## config.mk

```make
export PLATFORM = sky130hd
export DESIGN_NAME = workout_report_tx
export DESIGN_NICKNAME = d
export VERILOG_FILES = /design/src/rtl/workout_pkg.sv /design/src/rtl/workout_frame_mux.sv /design/src/rtl/workout_report_tx.sv
export SDC_FILE = /design/constraint.sdc
export NUM_CORES = 1
export LEC_CHECK = 0
export BUFFER_PORTS_ARGS = -buffer_cell sky130_fd_sc_hd__buf_2
export CAP_MARGIN = 20
export CORE_MARGIN = 1.5
export CORE_UTILIZATION = 35
export CTS_CLUSTER_DIAMETER = 200
export DETAILED_ROUTE_END_ITERATION = 8
export GPL_TIMING_DRIVEN = 0
export PLACE_DENSITY = 0.69
export SLEW_MARGIN = 10
export SYNTH_ARGS = -nofsm -noshare
export SYNTH_HDL_FRONTEND = slang
export SYNTH_HIERARCHICAL = 1
export SYNTH_SLANG_ARGS = --single-unit
export TNS_END_PERCENT = 1
```

## constraint.sdc

```tcl
create_clock -name clk -period 2.4 [get_ports clk]
set_input_delay 0.24 -clock clk [delete_from_list [all_inputs] [get_ports clk]]
set_output_delay 0.24 -clock clk [all_outputs]
set_load 0.02 [all_outputs]
```

## src/rtl/workout_pkg.sv

```systemverilog
// workout_pkg: shared frame constants, FSM state type, payload offsets and the
// snapshot record used by the workout report framer.
package workout_pkg;

  localparam logic [7:0] FRAME_LEN = 8'd16;

  typedef enum logic [2:0] {
    IDLE = 3'd0,
    HDR  = 3'd1,
    LEN  = 3'd2,
    PAY  = 3'd3,
    CSUM = 3'd4
  } state_e;

  // Payload byte offsets; multi-byte fields go out MSB first
  localparam logic [3:0] OFF_STEPS_HI = 4'd0;
  localparam logic [3:0] OFF_STEPS_LO = 4'd1;
  localparam logic [3:0] OFF_DIST_B3  = 4'd2;
  localparam logic [3:0] OFF_DIST_B2  = 4'd3;
  localparam logic [3:0] OFF_DIST_B1  = 4'd4;
  localparam logic [3:0] OFF_DIST_B0  = 4'd5;
  localparam logic [3:0] OFF_CAL_B3   = 4'd6;
  localparam logic [3:0] OFF_CAL_B2   = 4'd7;
  localparam logic [3:0] OFF_CAL_B1   = 4'd8;
  localparam logic [3:0] OFF_CAL_B0   = 4'd9;
  localparam logic [3:0] OFF_AVG_HR   = 4'd10;
  localparam logic [3:0] OFF_MAX_HR   = 4'd11;
  localparam logic [3:0] OFF_TIME     = 4'd12;
  localparam logic [3:0] OFF_CLASS    = 4'd13;
  localparam logic [3:0] OFF_SPEED_HI = 4'd14;
  localparam logic [3:0] OFF_SPEED_LO = 4'd15;

  localparam logic [1:0] HR_SAFE      = 2'b00;
  localparam logic [1:0] HR_WARNING   = 2'b01;
  localparam logic [1:0] HR_EMERGENCY = 2'b10;
  localparam logic [1:0] INT_WARMUP   = 2'b00;
  localparam logic [1:0] INT_FAT_BURN = 2'b01;
  localparam logic [1:0] INT_INTENSE  = 2'b10;

  typedef struct packed {
    logic [15:0] steps;
    logic [31:0] distance;
    logic [31:0] calories;
    logic [7:0]  avg_hr;
    logic [7:0]  max_hr;
    logic [7:0]  time_elapsed;
    logic [1:0]  intensity;
    logic [1:0]  hr_class;
    logic [15:0] speed;
  } snapshot_t;

  function automatic logic [7:0] class_byte(input logic [1:0] intensity,
                                            input logic [1:0] hr_class);
    return {4'b0000, intensity, hr_class};
  endfunction

endpackage

```

## src/rtl/workout_frame_mux.sv

```systemverilog
// workout_frame_mux: selects one payload byte of the captured snapshot by
// payload index.
module workout_frame_mux
  import workout_pkg::*;
(
  input  snapshot_t  i_snap,
  input  logic [3:0] i_idx,
  output logic [7:0] o_byte
);

  // Index-to-field byte selection
  always_comb begin
    o_byte = 8'h00;
    case (i_idx)
      OFF_STEPS_HI: o_byte = i_snap.steps[15:8];
      OFF_STEPS_LO: o_byte = i_snap.steps[7:0];
      OFF_DIST_B3:  o_byte = i_snap.distance[31:24];
      OFF_DIST_B2:  o_byte = i_snap.distance[23:16];
      OFF_DIST_B1:  o_byte = i_snap.distance[15:8];
      OFF_DIST_B0:  o_byte = i_snap.distance[7:0];
      OFF_CAL_B3:   o_byte = i_snap.calories[31:24];
      OFF_CAL_B2:   o_byte = i_snap.calories[23:16];
      OFF_CAL_B1:   o_byte = i_snap.calories[15:8];
      OFF_CAL_B0:   o_byte = i_snap.calories[7:0];
      OFF_AVG_HR:   o_byte = i_snap.avg_hr;
      OFF_MAX_HR:   o_byte = i_snap.max_hr;
      OFF_TIME:     o_byte = i_snap.time_elapsed;
      OFF_CLASS:    o_byte = class_byte(i_snap.intensity, i_snap.hr_class);
      OFF_SPEED_HI: o_byte = i_snap.speed[15:8];
      OFF_SPEED_LO: o_byte = i_snap.speed[7:0];
      default:      o_byte = 8'h00;
    endcase
  end

endmodule

```

## src/rtl/workout_report_tx.sv

```systemverilog
// workout_report_tx: snapshots workout statistics on request or every AUTO_SECS
// ticks and streams them as a framed byte sequence. Define WORKOUT_REPORT_CSUM_EN
// to append a two's-complement checksum byte after the payload.
module workout_report_tx
  import workout_pkg::*;
#(
  parameter logic [7:0]  HEADER    = 8'hA5,
  parameter int unsigned AUTO_SECS = 32'd10
) (
  input  logic        clk,
  input  logic        rst,
  input  logic        tick_1hz,
  input  logic        snap_req,
  input  logic [15:0] total_steps,
  input  logic [31:0] total_distance,
  input  logic [31:0] total_calories,
  input  logic [31:0] average_heart_rate,
  input  logic [7:0]  max_heart_rate,
  input  logic [7:0]  time_elapsed,
  input  logic [1:0]  heart_rate_classification,
  input  logic [1:0]  workout_intensity,
  input  logic [15:0] speed,
  output logic [7:0]  tx_data,
  output logic        tx_valid,
  input  logic        tx_ready,
  output logic        busy,
  output logic        frame_done,
  output logic        req_dropped
);

  localparam int unsigned CNT_W = (AUTO_SECS > 32'd1) ? $clog2(AUTO_SECS) : 32'd1;
  localparam logic [CNT_W-1:0] CNT_LAST =
    (AUTO_SECS == 32'd0) ? '0 : CNT_W'(AUTO_SECS - 32'd1);

  state_e           r_state;
  logic [3:0]       r_idx;
  logic [CNT_W-1:0] r_auto_cnt;
  snapshot_t        r_snap;
  logic [7:0]       r_tx_data;
  logic             r_tx_valid;
  logic             r_busy;
  logic             r_frame_done;
  logic             r_req_dropped;
`ifdef WORKOUT_REPORT_CSUM_EN
  logic [7:0]       r_sum;
`endif

  logic       w_auto_trig;
  logic       w_trig;
  logic       w_xfer;
  logic [3:0] w_mux_idx;
  logic [7:0] w_pay_byte;
  logic       w_unused_avg_hr;

  assign w_auto_trig     = (AUTO_SECS != 32'd0) && tick_1hz && (r_auto_cnt == CNT_LAST);
  assign w_trig          = snap_req | w_auto_trig;
  assign w_xfer          = r_tx_valid & tx_ready;
  // The mux looks one byte ahead so the next tx_data can be registered
  assign w_mux_idx       = (r_state == LEN) ? 4'd0 : (r_idx + 4'd1);
  assign w_unused_avg_hr = ^average_heart_rate[31:8];

  workout_frame_mux u_mux (
    .i_snap (r_snap),
    .i_idx  (w_mux_idx),
    .o_byte (w_pay_byte)
  );

  // Free-running auto report counter; keeps counting while a frame is in flight
  always_ff @(posedge clk) begin
    if (!rst) begin
      r_auto_cnt <= '0;
    end else if (tick_1hz && (AUTO_SECS != 32'd0)) begin
      r_auto_cnt <= w_auto_trig ? '0 : (r_auto_cnt + CNT_W'(1'b1));
    end
  end

  // Framer FSM: capture, byte sequencing and handshake outputs.
  // busy covers the frame_done cycle so a trigger there is dropped.
  always_ff @(posedge clk) begin
    if (!rst) begin
      r_state       <= IDLE;
      r_idx         <= 4'd0;
      r_snap        <= '0;
      r_tx_data     <= 8'h00;
      r_tx_valid    <= 1'b0;
      r_busy        <= 1'b0;
      r_frame_done  <= 1'b0;
      r_req_dropped <= 1'b0;
`ifdef WORKOUT_REPORT_CSUM_EN
      r_sum         <= 8'h00;
`endif
    end else begin
      r_frame_done  <= 1'b0;
      r_req_dropped <= w_trig & r_busy;
      case (r_state)
        IDLE: begin
          if (w_trig && !r_busy) begin
            r_snap <= '{steps:        total_steps,
                        distance:     total_distance,
                        calories:     total_calories,
                        avg_hr:       average_heart_rate[7:0],
                        max_hr:       max_heart_rate,
                        time_elapsed: time_elapsed,
                        intensity:    workout_intensity,
                        hr_class:     heart_rate_classification,
                        speed:        speed};
            r_state    <= HDR;
            r_tx_data  <= HEADER;
            r_tx_valid <= 1'b1;
            r_busy     <= 1'b1;
            r_idx      <= 4'd0;
          end else begin
            r_busy <= 1'b0;
          end
        end
        HDR: begin
          if (w_xfer) begin
            r_state   <= LEN;
            r_tx_data <= FRAME_LEN;
          end
        end
        LEN: begin
          if (w_xfer) begin
            r_state   <= PAY;
            r_idx     <= 4'd0;
            r_tx_data <= w_pay_byte;
`ifdef WORKOUT_REPORT_CSUM_EN
            r_sum     <= r_tx_data;
`endif
          end
        end
        PAY: begin
          if (w_xfer) begin
            if (r_idx == 4'd15) begin
`ifdef WORKOUT_REPORT_CSUM_EN
              r_state   <= CSUM;
              r_tx_data <= 8'h00 - (r_sum + r_tx_data);
`else
              r_state      <= IDLE;
              r_tx_valid   <= 1'b0;
              r_tx_data    <= 8'h00;
              r_frame_done <= 1'b1;
`endif
            end else begin
              r_idx     <= r_idx + 4'd1;
              r_tx_data <= w_pay_byte;
`ifdef WORKOUT_REPORT_CSUM_EN
              r_sum     <= r_sum + r_tx_data;
`endif
            end
          end
        end
        CSUM: begin
`ifdef WORKOUT_REPORT_CSUM_EN
          if (w_xfer) begin
            r_state      <= IDLE;
            r_tx_valid   <= 1'b0;
            r_tx_data    <= 8'h00;
            r_frame_done <= 1'b1;
          end
`else
          r_state <= IDLE;
`endif
        end
        default: begin
          r_state    <= IDLE;
          r_tx_valid <= 1'b0;
        end
      endcase
    end
  end

  assign tx_data     = r_tx_data;
  assign tx_valid    = r_tx_valid;
  assign busy        = r_busy;
  assign frame_done  = r_frame_done;
  assign req_dropped = r_req_dropped;

endmodule

```

# Yosys cells after proc, flatten, opt, wreduce, memory -nomap -nowiden
# Cells that the tools add are included.
# classes
addsub	2
eq_ne	27
n_mux	26
bitwise_logic	4
n_reduce_logical	14
# ops
op	count
8-bit one-hot mux with 16 select lines	1
4-bit == test (second input constant)	10
8-bit 2-to-1 mux	5
8-bit one-hot mux with 4 select lines	1
4-bit 2-to-1 mux	6
4-bit by 3-bit == test with 1-bit output (second input constant)	4
3-bit 2-to-1 mux	5
5-bit AND reduction	3
2-bit inequality test (second input constant)	6
3-bit one-hot mux with 4 select lines	1
4-bit one-hot mux with 3 select lines	1
4-bit by 1-bit adder with 4-bit output (second input constant)	2
4-bit by 2-bit == test with 1-bit output (second input constant)	2
3-bit by 2-bit == test with 1-bit output (second input constant)	2
1-bit 2-to-1 mux	5
4-bit by 1-bit == test with 1-bit output (second input constant)	1
4-bit logical NOT	1
4-bit AND reduction	1
4-bit nonzero test	1
3-bit by 1-bit == test with 1-bit output (second input constant)	1
3-bit == test (second input constant)	1
3-bit logical NOT	1
1-bit one-hot mux with 3 select lines	1
3-bit AND reduction	1
other kinds (8)	10
# totals
register_bits	147
input_bits	153
out_inout_bits	12
elab_cells	90

# Logic depth before layout (Yosys ltp)
# Gate-level depths: netlist of run 1.
# depth
word_depth	7
depth_mapped	12
depth_no_buf	9

# By module
# The synthesis of run 1 kept the hierarchy.
# by_module_without_submodules
module	instances	cells_each	area_each_um2	seq_area_each_um2
workout_report_tx	1	683	5665.4	2922.8
workout_frame_mux	1	192	1322.5	0.0

# Least setup slack after synthesis of run 1
# Ideal clock, no wire load.
# synth_timing
path_kind	register to register
start	register r_state[0]
end	register r_tx_data[5] (netlist: tx_data[5])
setup_ps	95
arrival_ps	2183
required_ps	2305
slack_ps	121
stages_incl_launch_ff	11
n_path_buf	2
period_less_slack_ps	2279
path_cell_list	dfxtp_1 > inv_1 > ha_1 > nor2_1 > buf_6 > buf_2 > nand3_1 > a221oi_1 > o32a_1 > nand2_1 > a221oi_1
# synth_between
elab_chain_cells	7
elab_cells_between_ends	32
cone_classes	22 x eq/ne; 6 x mux; 4 x reduce/logical
# synth_lines
item	line_no	rtl
from (decl)	workout_report_tx.sv:35	state_e r_state;
from (signal assigned)	workout_report_tx.sv:81	r_state <= IDLE;
from (signal assigned)	workout_report_tx.sv:107	r_state <= HDR;
from (signal assigned)	workout_report_tx.sv:118	r_state <= LEN;
3-bit by 2-bit == test with 1-bit output (*)	workout_report_tx.sv:59	assign w_mux_idx = (r_state == LEN) ? 4'd0 : (r_idx + 4'd1);
4-bit 2-to-1 mux (*)	workout_report_tx.sv:59	
net w_mux_idx[2]	workout_report_tx.sv:51	logic [3:0] w_mux_idx;
4-bit == test, or another cell as far along	workout_frame_mux.sv:14	case (i_idx)
8-bit one-hot mux with 16 select lines (*)	workout_frame_mux.sv:14	
net w_pay_byte[5]	workout_report_tx.sv:52	logic [7:0] w_pay_byte;
8-bit 2-to-1 mux	workout_report_tx.sv:134	if (r_idx == 4'd15) begin
8-bit 2-to-1 mux	workout_report_tx.sv:133	if (w_xfer) begin
8-bit one-hot mux with 4 select lines (*)	workout_report_tx.sv:95	case (r_state)
to (signal assigned)	workout_report_tx.sv:126	r_tx_data <= w_pay_byte;
to (signal assigned)	workout_report_tx.sv:146	r_tx_data <= w_pay_byte;
to (decl)	workout_report_tx.sv:39	logic [7:0] r_tx_data;
# Mark *: on every way through the listed nets, which the timed path passes. The rest lies on a longest branch. The select of a mux whose other input is x is not followed.
# A chain may end at the register's enable or synchronous reset.

# Final worst setup path of run 1
# layout_timing
start	register r_idx[0]
end	register r_tx_data[1] (netlist: tx_data[1])
# layout_between
elab_chain_cells	7
elab_cells_between_ends	24
cone_classes	1 x add/sub; 16 x eq/ne; 6 x mux; 1 x reduce/logical
# layout_lines
item	line_no	rtl
from (decl)	workout_report_tx.sv:36	logic [3:0] r_idx;
from (signal assigned)	workout_report_tx.sv:145	r_idx <= r_idx + 4'd1;
4-bit by 1-bit adder with 4-bit output (*)	workout_report_tx.sv:59	
4-bit 2-to-1 mux (*)	workout_report_tx.sv:59	
net w_mux_idx[1]	workout_report_tx.sv:51	
4-bit == test, or another cell as far along	workout_frame_mux.sv:14	
8-bit one-hot mux with 16 select lines (*)	workout_frame_mux.sv:14	
net w_pay_byte[1]	workout_report_tx.sv:52	
8-bit 2-to-1 mux	workout_report_tx.sv:134	
8-bit 2-to-1 mux	workout_report_tx.sv:133	
8-bit one-hot mux with 4 select lines (*)	workout_report_tx.sv:95	
# Marks and branches as above.

==> summary.txt, run 1 <==
Clock network
  – Clock net sink count: 146
  – CTS tree: done
  – Skew-Pair Late Insertion Delay: 430 ps
  – Clk slew on worst S/H paths: 60 ps
  – CTS Buf Count: 17
  – Longest Clk Path Bufs: 2
  – Clock Tree Root: clkbuf_16
  – Htree depth: 4

STA
  – WHS: 42.97 ps
  – Fmax: 0.4034 GHz
  – Final worst-path cycle share: 103.3%
  – Setup WS post-layout: -79.01 ps
  – Final Setup Violations: 5
  – Final clock skew: 14.30 ps
  – Worst rel slew slack: 38.10%
  – RSZ-0062 raised after global routing: true
  – Post-route minimum period: 2479 ps
  – Final Hold Viols: 0
  – Worst-Margin Slew: 928.5 ps
  – Slew Limit Fails: 0

Place
  – Buffers on Ports: 138
  – Worst slack, placed: -689.6 ps
  – DP Wirelength: 17.71 mm
  – RD Place Congestion: 0.9919

Die
  – Die Y: 144.3 um
  – Total die area: 0.02082 mm^2
  – Die Wd: 144.3 um
  – Core area: 0.01953 mm^2
  – # rows: 51
  – Top-Level Pins: 165
  – Initial core utilization: 35.79%

Layout
  – Area growth syn-to-layout: 30.06%
  – Most frequent cells in the layout: nand2_1, buf_2, dfxtp_1, nand3_1, o21ai_0
  – N_diodes: 0
  – Most common cell after layout, fill and taps aside: nand2_1
  – FILL cells: 1986
  – Layout cells sized above 1: 25.83%
  – Layout Nets: 1208

Status
  – Status: complete, but fails checks
  – Failing checks: negative setup slack

Pwr
  – PD cells: 974.3 mW/mm^2
  – P_int: 0.005684 W
  – Sequential power share: 37.8%
  – VDD IR-drop max: 498.7 uV
  – Clk network pwr share: 30.0%
  – Switching part of the total: 35.81%
  – NetSw: 0.003171 W
  – Leak: 3.588 nW
  – Comb pwr share: 32.2%

Worst setup path
  – R2R cell count: 8
  – CP Launch Point: r_idx[0]
  – Kind of critical path: flop to flop
  – R2R setup slack: -80 ps
  – Largest delay share family, worst path: simple AND/OR/NAND/NOR gates
  – Worst-path cell chain: ha_4 > nor2b_4 > buf_8 > mux2i_4 > o22ai_1 > nor4b_2 > o221ai_1 > a32o_1
  – Worst-path maximum fanout: 10
  – WP data required: 2710 ps
  – R2R Path End: tx_data[1]
  – Reg-to-Reg Start: r_idx[0]
  – Startpoint types: flop
  – Max stage delay on crit path: 370 ps
  – Buf/Inv on CP: 1
  – CP max-delay cell: dfxtp_4
  – Worst EP arrival: 2790 ps
  – CP endpoint kind: flop

Worst hold path
  – Min-Delay Path Class: primary input to flop
  – HP Start: average_heart_rate[1]
  – Hold depth: 3
  – Hold Path End: r_snap[37]

Global routing
  – Gr ovfl total: 0
  – Met2 Use GR: 34.55%
  – Overall Global Routing Usage: 22.64%
  – First-pass GRT wire length: 35.12 mm
  – Met3 Usage GRT: 5.596%
  – GR Util met1: 31.13%
  – Largest net degree at the start of global routing: 17
  – Most used routing layer: met2
  – Vias in the first global route: 6488
  – Initial antenna violation count: 0

Job
  – Max Cap Viol: 0

Routing
  – Drt initial violations: 592
  – DRC violations left: 0
  – Drt pass-1 iters: 5
  – Drt wl/cell: 18.14 um
  – DRT Wirelength: 23.99 mm
  – Vias per inst: 5.419
  – Antenna Nets Post-Route: 0
  – Vias: 7164

Logic synthesis
  – Syn_area_per_cell: 7.986 um^2
  – EDFF count, synth: 0
  – Synth async-reset ratio: 0%
  – Synth Warn #: 6
  – #FFs+latches synth: 146
  – Post-Synthesis Cell Area: 0.006988 mm^2
  – Yosys top cell area share: 41.83%
  – Main synth FF type: dfxtp_1
  – Syn Nets: 1036
  – Post-synthesis cell type count: 66
  – Seq/Total Area, Yosys: 41.83%
  – Top area cells in the synthesized netlist: dfxtp_1, nand3_1, nand2_1
  – Mapped Cells: 875
  – Yosys top cell by area: dfxtp_1
==> stage by stage <==
stage               instance area (um^2)  TNS, ps  total power [W]  util [%]  instances
floorplan                           6988        0         0.005000         -        875
global placement                    8010    -4326         0.005880     41.02       1278
detailed placement                  8010    -4404         0.005921     41.02       1278
CTS                                 8816   -34.21         0.008680     45.15       1311
global route                        9089   -394.4         0.009260     46.55       1322
finish                              9089   -257.0         0.008855     46.55       1322
==> what timing repair did <==
item	CTS	global route
gates cloned	0	2
endpoints found under the setup margin	8	8
hold buffers	0	0
gates resized for setup	48	44
buffers inserted	5	9
pin swaps	4	20
==> Yosys cell counts, drive strengths merged (4+ instances only) <==
| cell type | n |
|---|---|
| and3 | 8 |
| o21ai | 133 |
| nand2 | 150 |
| nand3b | 14 |
| a211oi | 4 |
| a31oi | 7 |
| o2bb2ai | 7 |
| o22ai | 5 |
| a32oi | 4 |
| o221ai | 5 |
| nor3b | 4 |
| a221oi | 11 |
| nand2b | 6 |
| buf | 40 |
| nor2 | 31 |
| mux2i | 25 |
| clkbuf | 38 |
| inv | 14 |
| dfxtp | 146 |
| a21oi | 20 |
| ha | 8 |
| nor4b | 4 |
| nor2b | 6 |
| nand3 | 135 |
==> per-layer routing <==
metal | part of all wire (%) | vias up
met3 | 8.4 | 52
met4 | 2.8 | 0
met2 | 44 | 337
met1 | 44 | 3308
met5 | 0 | -
li1 | - | 3467
==> cells by family (layout without fill, tap and decap cells) <==
| kind of cell | after synthesis | count (layout) | synth area share (%) |
|---|---|---|---|
| flip-flops | 146 | 146 | 41.83 |
| XOR/XNOR | 2 | 2 | 0.2507 |
| AND/OR/NAND/NOR | 383 | 383 | 26.64 |
| adder cells (fa/ha/maj) | 8 | 8 | 1.432 |
| buffers and inverters | 92 | 274 | 7.269 |
| multiplexers | 26 | 26 | 3.742 |
| AO/OA/AOI/OAI | 218 | 218 | 18.84 |
==> area by class of cell <==
class	instances	area, um^2	area share, %
multi-input cells	637	3830	42.14
well taps	265	331.6	3.648
flip-flops and latches	146	2943	32.38
clock buffers	20	446.7	4.915
plain buffers	77	543.0	5.975
clock inverters	9	133.9	1.473
inverters	14	52.55	0.5782
repair buffers	154	808.3	8.893
==> worst reg2reg max path, cell delays in order, from the launching register on <==
cell and delay [ps]:
dfxtp_4 370, ha_4 270, nor2b_4 290, buf_8 200
mux2i_4 270, o22ai_1 150, nor4b_2 370, o221ai_1 200
a32o_1 250
==> state kept, by name, indices dropped and copies added (netlist names) <==
signal       flops
frame_done       1
r_idx            4
tx_valid         1
r_snap         124
tx_data          8
r_state          2
req_dropped      1
r_auto_cnt       4
busy             1
==> power by group through the flow <==
stage | Combinational [W] | Sequential [W] | Clock, W
after CTS | 0.00268 | 0.00332 | 0.00269
after floorplan | 0.00176 | 0.00324 | 0
final | 0.00286 | 0.00334 | 0.00266
after global routing | 0.00308 | 0.00339 | 0.00279
after detailed placement | 0.00256 | 0.00336 | 0
after global placement | 0.00253 | 0.00335 | 0
==> worst max-delay path by stage <==
stage,end,cells past startpoint
3_3_place_gp,tx_data[1],9
3_5_place_dp,tx_data[1],9
2_1_floorplan,tx_data[5],10
4_1_cts,tx_data[2],11
6_report,tx_data[1],8
5_1_grt,tx_data[0],10
Note: power is estimated with default switching activity, not from simulation.
==> inputs of run 2 (changes only) <==
- HOLD_SLACK_MARGIN: default -> 0.1
==> run 2 against run 1 <==
Against the previous run:
- the run still ends with negative setup slack left
- worst setup slack better by 26 ps
- combinational power rose by 6%
- die area unchanged
==> summary.txt, run 2 (same netlist as run 1, synthesis figures left out) <==
Place
  – DP Wirelength: 17.71 mm
  – Placed Area: 0.008010 mm^2
  – Placed cells: 1278
  – RD Place Congestion: 0.9919
  – Buffers on Ports: 138

STA
  – Fmax: 0.4077 GHz
  – RSZ-0062 raised after global routing: true
  – Slew Limit Fails: 0
  – Final clock skew: 13.19 ps
  – Setup WS post-layout: -52.72 ps
  – Final Hold Viols: 0
  – Post-route minimum period: 2453 ps
  – Final Setup Violations: 5
  – Worst rel slew slack: 38.16%
  – Worst-Margin Slew: 927.7 ps
  – WHS: 117.3 ps
  – Final worst-path cycle share: 102.2%

Pwr
  – PD cells: 878.6 mW/mm^2
  – Leak: 4.086 nW
  – VDD IR-drop max: 497.1 uV

Routing
  – Vias: 7737
  – Vias per inst: 5.365
  – Drt initial violations: 654
  – DRT Wirelength: 26.42 mm
  – Drt wl/cell: 18.32 um
  – DRC violations left: 0
  – Drt pass-1 iters: 5
  – Antenna Nets Post-Route: 0

Clock network
  – Longest Clk Path Bufs: 2
  – Htree depth: 4
  – CTS Buf Count: 17
  – Clock Tree Root: clkbuf_16
  – Clock net sink count: 146
  – Skew-Pair Late Insertion Delay: 430 ps
  – CTS tree: done
  – Clk slew on worst S/H paths: 60 ps

Layout
  – Most common cell after layout, fill and taps aside: nand2_1
  – Post-Layout Cell Count: 1442
  – FILL cells: 1815
  – Largest Register: r_snap
  – Design Area, Final: 0.01029 mm^2
  – N_diodes: 0
  – Area growth syn-to-layout: 47.20%
  – Layout cells sized above 1: 23.11%
  – Max reg flops: 124
  – Layout Nets: 1328
  – Most frequent cells in the layout: nand2_1, buf_2, dfxtp_1, nand3_1, dlygate4sd3_1

Worst setup path
  – R2R cell count: 9
  – R2R setup slack: -50 ps
  – Reg-to-Reg Start: r_idx[0]
  – Kind of critical path: flop to flop
  – WP data required: 2670 ps
  – Worst-path cell chain: ha_4 > nor2b_4 > buf_8 > mux2i_1 > o22ai_2 > nor4b_4 > o221ai_1 > nand2_1 > a221oi_2
  – Levels on crit path: 9
  – Buf/Inv on CP: 1
  – Worst-path maximum fanout: 10
  – Worst EP arrival: 2720 ps
  – CP Launch Point: r_idx[0]
  – CP endpoint kind: flop
  – R2R Path End: tx_data[0]
  – Startpoint types: flop
  – Largest delay share family, worst path: simple AND/OR/NAND/NOR gates
  – Max stage delay on crit path: 370 ps
  – Worst setup path endpoint: tx_data[0]
  – CP max-delay cell: dfxtp_4

Status
  – Status: complete, but fails checks
  – Failing checks: negative setup slack

Global routing
  – Largest net degree at the start of global routing: 17
  – Initial antenna violation count: 0
  – Overall Global Routing Usage: 24.72%
  – Vias in the first global route: 7332
  – First-pass GRT wire length: 38.62 mm
  – Gr ovfl total: 0

Job
  – Max Cap Viol: 0

Worst hold path
  – Min-Delay Path Class: primary input to flop

Die
  – Total die area: 0.02082 mm^2
  – Initial core utilization: 35.79%
  – Die Y: 144.3 um
  – Top-Level Pins: 165
  – Core area: 0.01953 mm^2
  – # rows: 51
  – Die Wd: 144.3 um
==> run 2: cell count changes in the layout (fill, tap and decap cells not counted) <==
cell | previous run | this run
buf_4 | 21 | 20
inv_4 | 0 | 1
buf_8 | 5 | 4
nor2b_2 | 1 | 0
clkbuf_4 | 0 | 1
nor2b_1 | 3 | 4
buf_6 | 20 | 21
dlygate4sd3_1 | 0 | 120
inv_2 | 1 | 0
==> run 2: cell type report <==
cell class / count / area (um^2) / area share [%]
Multi-Input combinational cell: 637 / 3827 / 37.21
Sequential cell: 146 / 2943 / 28.61
Clock buffer: 20 / 446.7 / 4.343
Inverter: 14 / 55.05 / 0.5352
Tap cell: 265 / 331.6 / 3.223
Timing Repair Buffer: 274 / 2009 / 19.54
Buffer: 77 / 539.3 / 5.243
Clock inverter: 9 / 133.9 / 1.302
==> run 2: per-layer routing <==
metal,vias to the layer above,part of all wire [%],GRT usage [%]
met2,372,46,40.07
met1,3611,43,32.11
met4,0,3.2,9.410
met5,-,0,0
met3,56,7.8,5.397
li1,3698,-,-
==> run 2: worst min path at each step <==
stage                      start    endpoint  cells past startpoint
2_1_floorplan           speed[0]   r_snap[0]                      2
3_3_place_gp           r_snap[0]   r_snap[0]                      2
3_5_place_dp          r_snap[58]  r_snap[58]                      2
4_1_cts        total_calories[7]  r_snap[51]                      3
5_1_grt        total_calories[9]  r_snap[53]                      3
6_report       total_calories[7]  r_snap[51]                      3
==> run 2: through the flow <==
step           total power, W  TNS (ps)  setup slack (ps)  utilization (%)
6_report             0.009038    -192.5            -52.72            52.68
5_1_grt              0.009433    -406.2            -109.8            52.68
4_1_cts              0.008827    -34.21            -19.75            51.25
3_5_place_dp         0.005921     -4404            -689.6            41.02
3_3_place_gp         0.005880     -4326            -681.2            41.02
2_1_floorplan        0.005000         0             121.5                -
==> run 2: worst register-to-register path: cells and delay by family (launching register included) <==
kind	cells	cell delay, ps
fa+ha+maj	1	270
compound gates	3	460
simple gates	3	700
mux	1	310
buf+inv	1	200
flops	1	370
==> run 2: repair_timing <==
action,in CTS,in global routing
buffers inserted,5,9
hold buffers,119,1
setup endpoints to repair,8,7
gates cloned,0,2
pin swaps,4,18
resized for setup,48,42
endpoints found under the hold margin,119,1
==> run 2: where the power goes <==
| group | internal (W) | leakage (nW) | switching (W) |
|---|---|---|---|
| Combinational | 0.00122 | 2.60 | 0.00181 |
| Clock | 0.00165 | 0.282 | 0.00101 |
| Sequential | 0.00294 | 1.20 | 0.000404 |
| Total | 0.00581 | 4.09 | 0.00323 |
==> inputs of run 3 (changes only) <==
- SETUP_SLACK_MARGIN: default -> 0.3
==> run 3 against run 2 <==
Against the previous run:
- the run still ends with negative setup slack left
- clock power is 11% higher
- critical path depth grew 2
- count of clock-buffer cells in the layout fell by 1
- sequential share of layout area fell by 0.82 points
- wire length is 0.84% lower
- die area did not move
- critical endpoint is now tx_data[4]
==> summary.txt, run 3 (same netlist as run 1, synthesis figures left out) <==
Status
  – Status: complete, but fails checks
  – Failing checks: negative setup slack

Clock network
  – CTS Buf Count: 17
  – Longest Clk Path Bufs: 2
  – Clk slew on worst S/H paths: 60 ps
  – Clock net sink count: 146
  – Skew-Pair Late Insertion Delay: 430 ps
  – Htree depth: 4
  – CTS tree: done
  – Clock Tree Root: clkbuf_16

Die
  – Total die area: 0.02082 mm^2
  – Core area: 0.01953 mm^2
  – Initial core utilization: 35.79%
  – Die Y: 144.3 um
  – Die Wd: 144.3 um
  – # rows: 51
  – Top-Level Pins: 165

Global routing
  – Vias in the first global route: 7263
  – Largest net degree at the start of global routing: 17
  – Gr ovfl total: 0
  – Initial antenna violation count: 0
  – Overall Global Routing Usage: 24.94%
  – First-pass GRT wire length: 39.10 mm

Worst setup path
  – CP endpoint kind: flop
  – Largest delay share family, worst path: compound AO/OA/AOI/OAI gates
  – Kind of critical path: flop to flop
  – R2R cell count: 11
  – Worst-path cell chain: ha_4 > xnor2_4 > nor2_4 > buf_6 > buf_8 > nand3b_1 > a31oi_1 > o31ai_1 > a31oi_2 > a31oi_1 > a211oi_1
  – Levels on crit path: 11
  – Startpoint types: flop
  – Reg-to-Reg Start: r_idx[0]
  – Max stage delay on crit path: 370 ps
  – Worst EP arrival: 2770 ps
  – Buf/Inv on CP: 2
  – CP Launch Point: r_idx[0]
  – Worst-path maximum fanout: 10
  – WP data required: 2740 ps
  – CP max-delay cell: dfxtp_4
  – Cell with the most instances on the worst path: a31oi_1

Layout
  – Max reg flops: 124
  – Layout Nets: 1335
  – Largest Register: r_snap
  – Most frequent cells in the layout: nand2_1, buf_2, dfxtp_1, nand3_1, dlygate4sd3_1
  – Final core occ: 54.21%
  – Post-Layout Cell Count: 1452
  – Area growth syn-to-layout: 51.48%
  – Most common cell after layout, fill and taps aside: nand2_1
  – Design Area, Final: 0.01059 mm^2
  – Layout cells sized above 1: 25.53%
  – N_diodes: 0

Routing
  – Vias per inst: 5.354
  – Drt wl/cell: 18.04 um
  – DRT Wirelength: 26.20 mm
  – Drt initial violations: 533
  – Antenna Nets Post-Route: 0
  – Vias: 7774
  – Drt pass-1 iters: 6
  – DRC violations left: 0

STA
  – Worst-Margin Slew: 842.0 ps
  – Setup WS post-layout: -32.45 ps
  – Setup TNS: -32.45 ps
  – Final worst-path cycle share: 101.4%
  – Final Setup Violations: 1
  – Final Hold Viols: 0
  – Slew Limit Fails: 0
  – Post-route minimum period: 2432 ps
  – Final clock skew: 8.286 ps
  – RSZ-0062 raised after global routing: true
  – Worst rel slew slack: 43.87%
  – Fmax: 0.4111 GHz

Worst hold path
  – HP Start: total_steps[0]
  – Hold depth: 3
  – Min-Delay Path Class: primary input to flop

Pwr
  – Leak: 4.222 nW
  – VDD IR-drop max: 460.1 uV
  – PD cells: 898.9 mW/mm^2

Place
  – Buffers on Ports: 138
  – Placed cells: 1278
  – DP Wirelength: 17.60 mm
  – RD Place Congestion: 0.9485
  – Placed Area: 0.008046 mm^2

Job
  – Max Cap Viol: 0
## run 3: cell count changes in the layout (fill, tap and decap cells not counted), moves of 3 or more
cell | before | now
a221oi_1 | 9 | 4
a221oi_2 | 2 | 7
buf_6 | 21 | 15
buf_8 | 4 | 14
clkbuf_1 | 39 | 31
clkbuf_2 | 0 | 8
clkinvlp_4 | 1 | 4
mux2i_1 | 23 | 19
mux2i_2 | 1 | 5
o21ai_0 | 102 | 88
o21ai_1 | 31 | 44
## run 3: through the flow
step,setup WS (ps),power [W],hold WS [ps]
2_1_floorplan,295.7,0.005019,372.6
3_3_place_gp,-421.6,0.005917,446.3
3_5_place_dp,-423.8,0.005961,448.0
4_1_cts,48.64,0.009195,102.4
5_1_grt,-59.96,0.009928,103.9
6_report,-32.45,0.009515,120.4
## run 3: worst register-to-register path, cell delays in order, from the launching register on
cell and delay (ps):
dfxtp_4 370, ha_4 180, xnor2_4 130, nor2_4 250
buf_6 190, buf_8 150, nand3b_1 120, a31oi_1 200
o31ai_1 120, a31oi_2 230, a31oi_1 150, a211oi_1 250
## run 3: cell type report
type / instances / area (um^2)
Fill cell: 1785 / 8941
Multi-Input combinational cell: 637 / 3895
Sequential cell: 146 / 2942
Timing Repair Buffer: 280 / 2087
Buffer: 78 / 626.9
Clock buffer: 19 / 442.9
Tap cell: 265 / 331.6
Clock inverter: 13 / 207.7
Inverter: 14 / 52.55
## run 3: where the power goes
part	switching, W	internal, W
Clock	0.00108	0.00187
Combinational	0.00184	0.00137
Sequential	0.000413	0.00294
## run 3: worst paths after layout
| kind | to | slack, ps |
|---|---|---|
| max reg2reg | tx_data[4] | -30 |
| max | tx_data[4] | -30 |
| min | r_snap[108] | 120 |
| min reg2reg | r_snap[60] | 460 |
## run 3: routing by layer
| metal | GRT usage (%) | part of all wire [%] |
|---|---|---|
| met2 | 39.06 | 45 |
| met4 | 11.48 | 3.9 |
| met3 | 4.901 | 7.1 |
| met1 | 33.09 | 44 |
| met5 | 0 | 0 |
## run 3: repair_timing
item / CTS / global route
cloned: 2 / 0
hold buffers: 121 / 0
gates resized for setup: 69 / 80
setup buffers: 13 / 6
endpoints found under the hold margin: 122 / 0
pin swaps: 18 / 25
setup endpoints to repair: 22 / 127
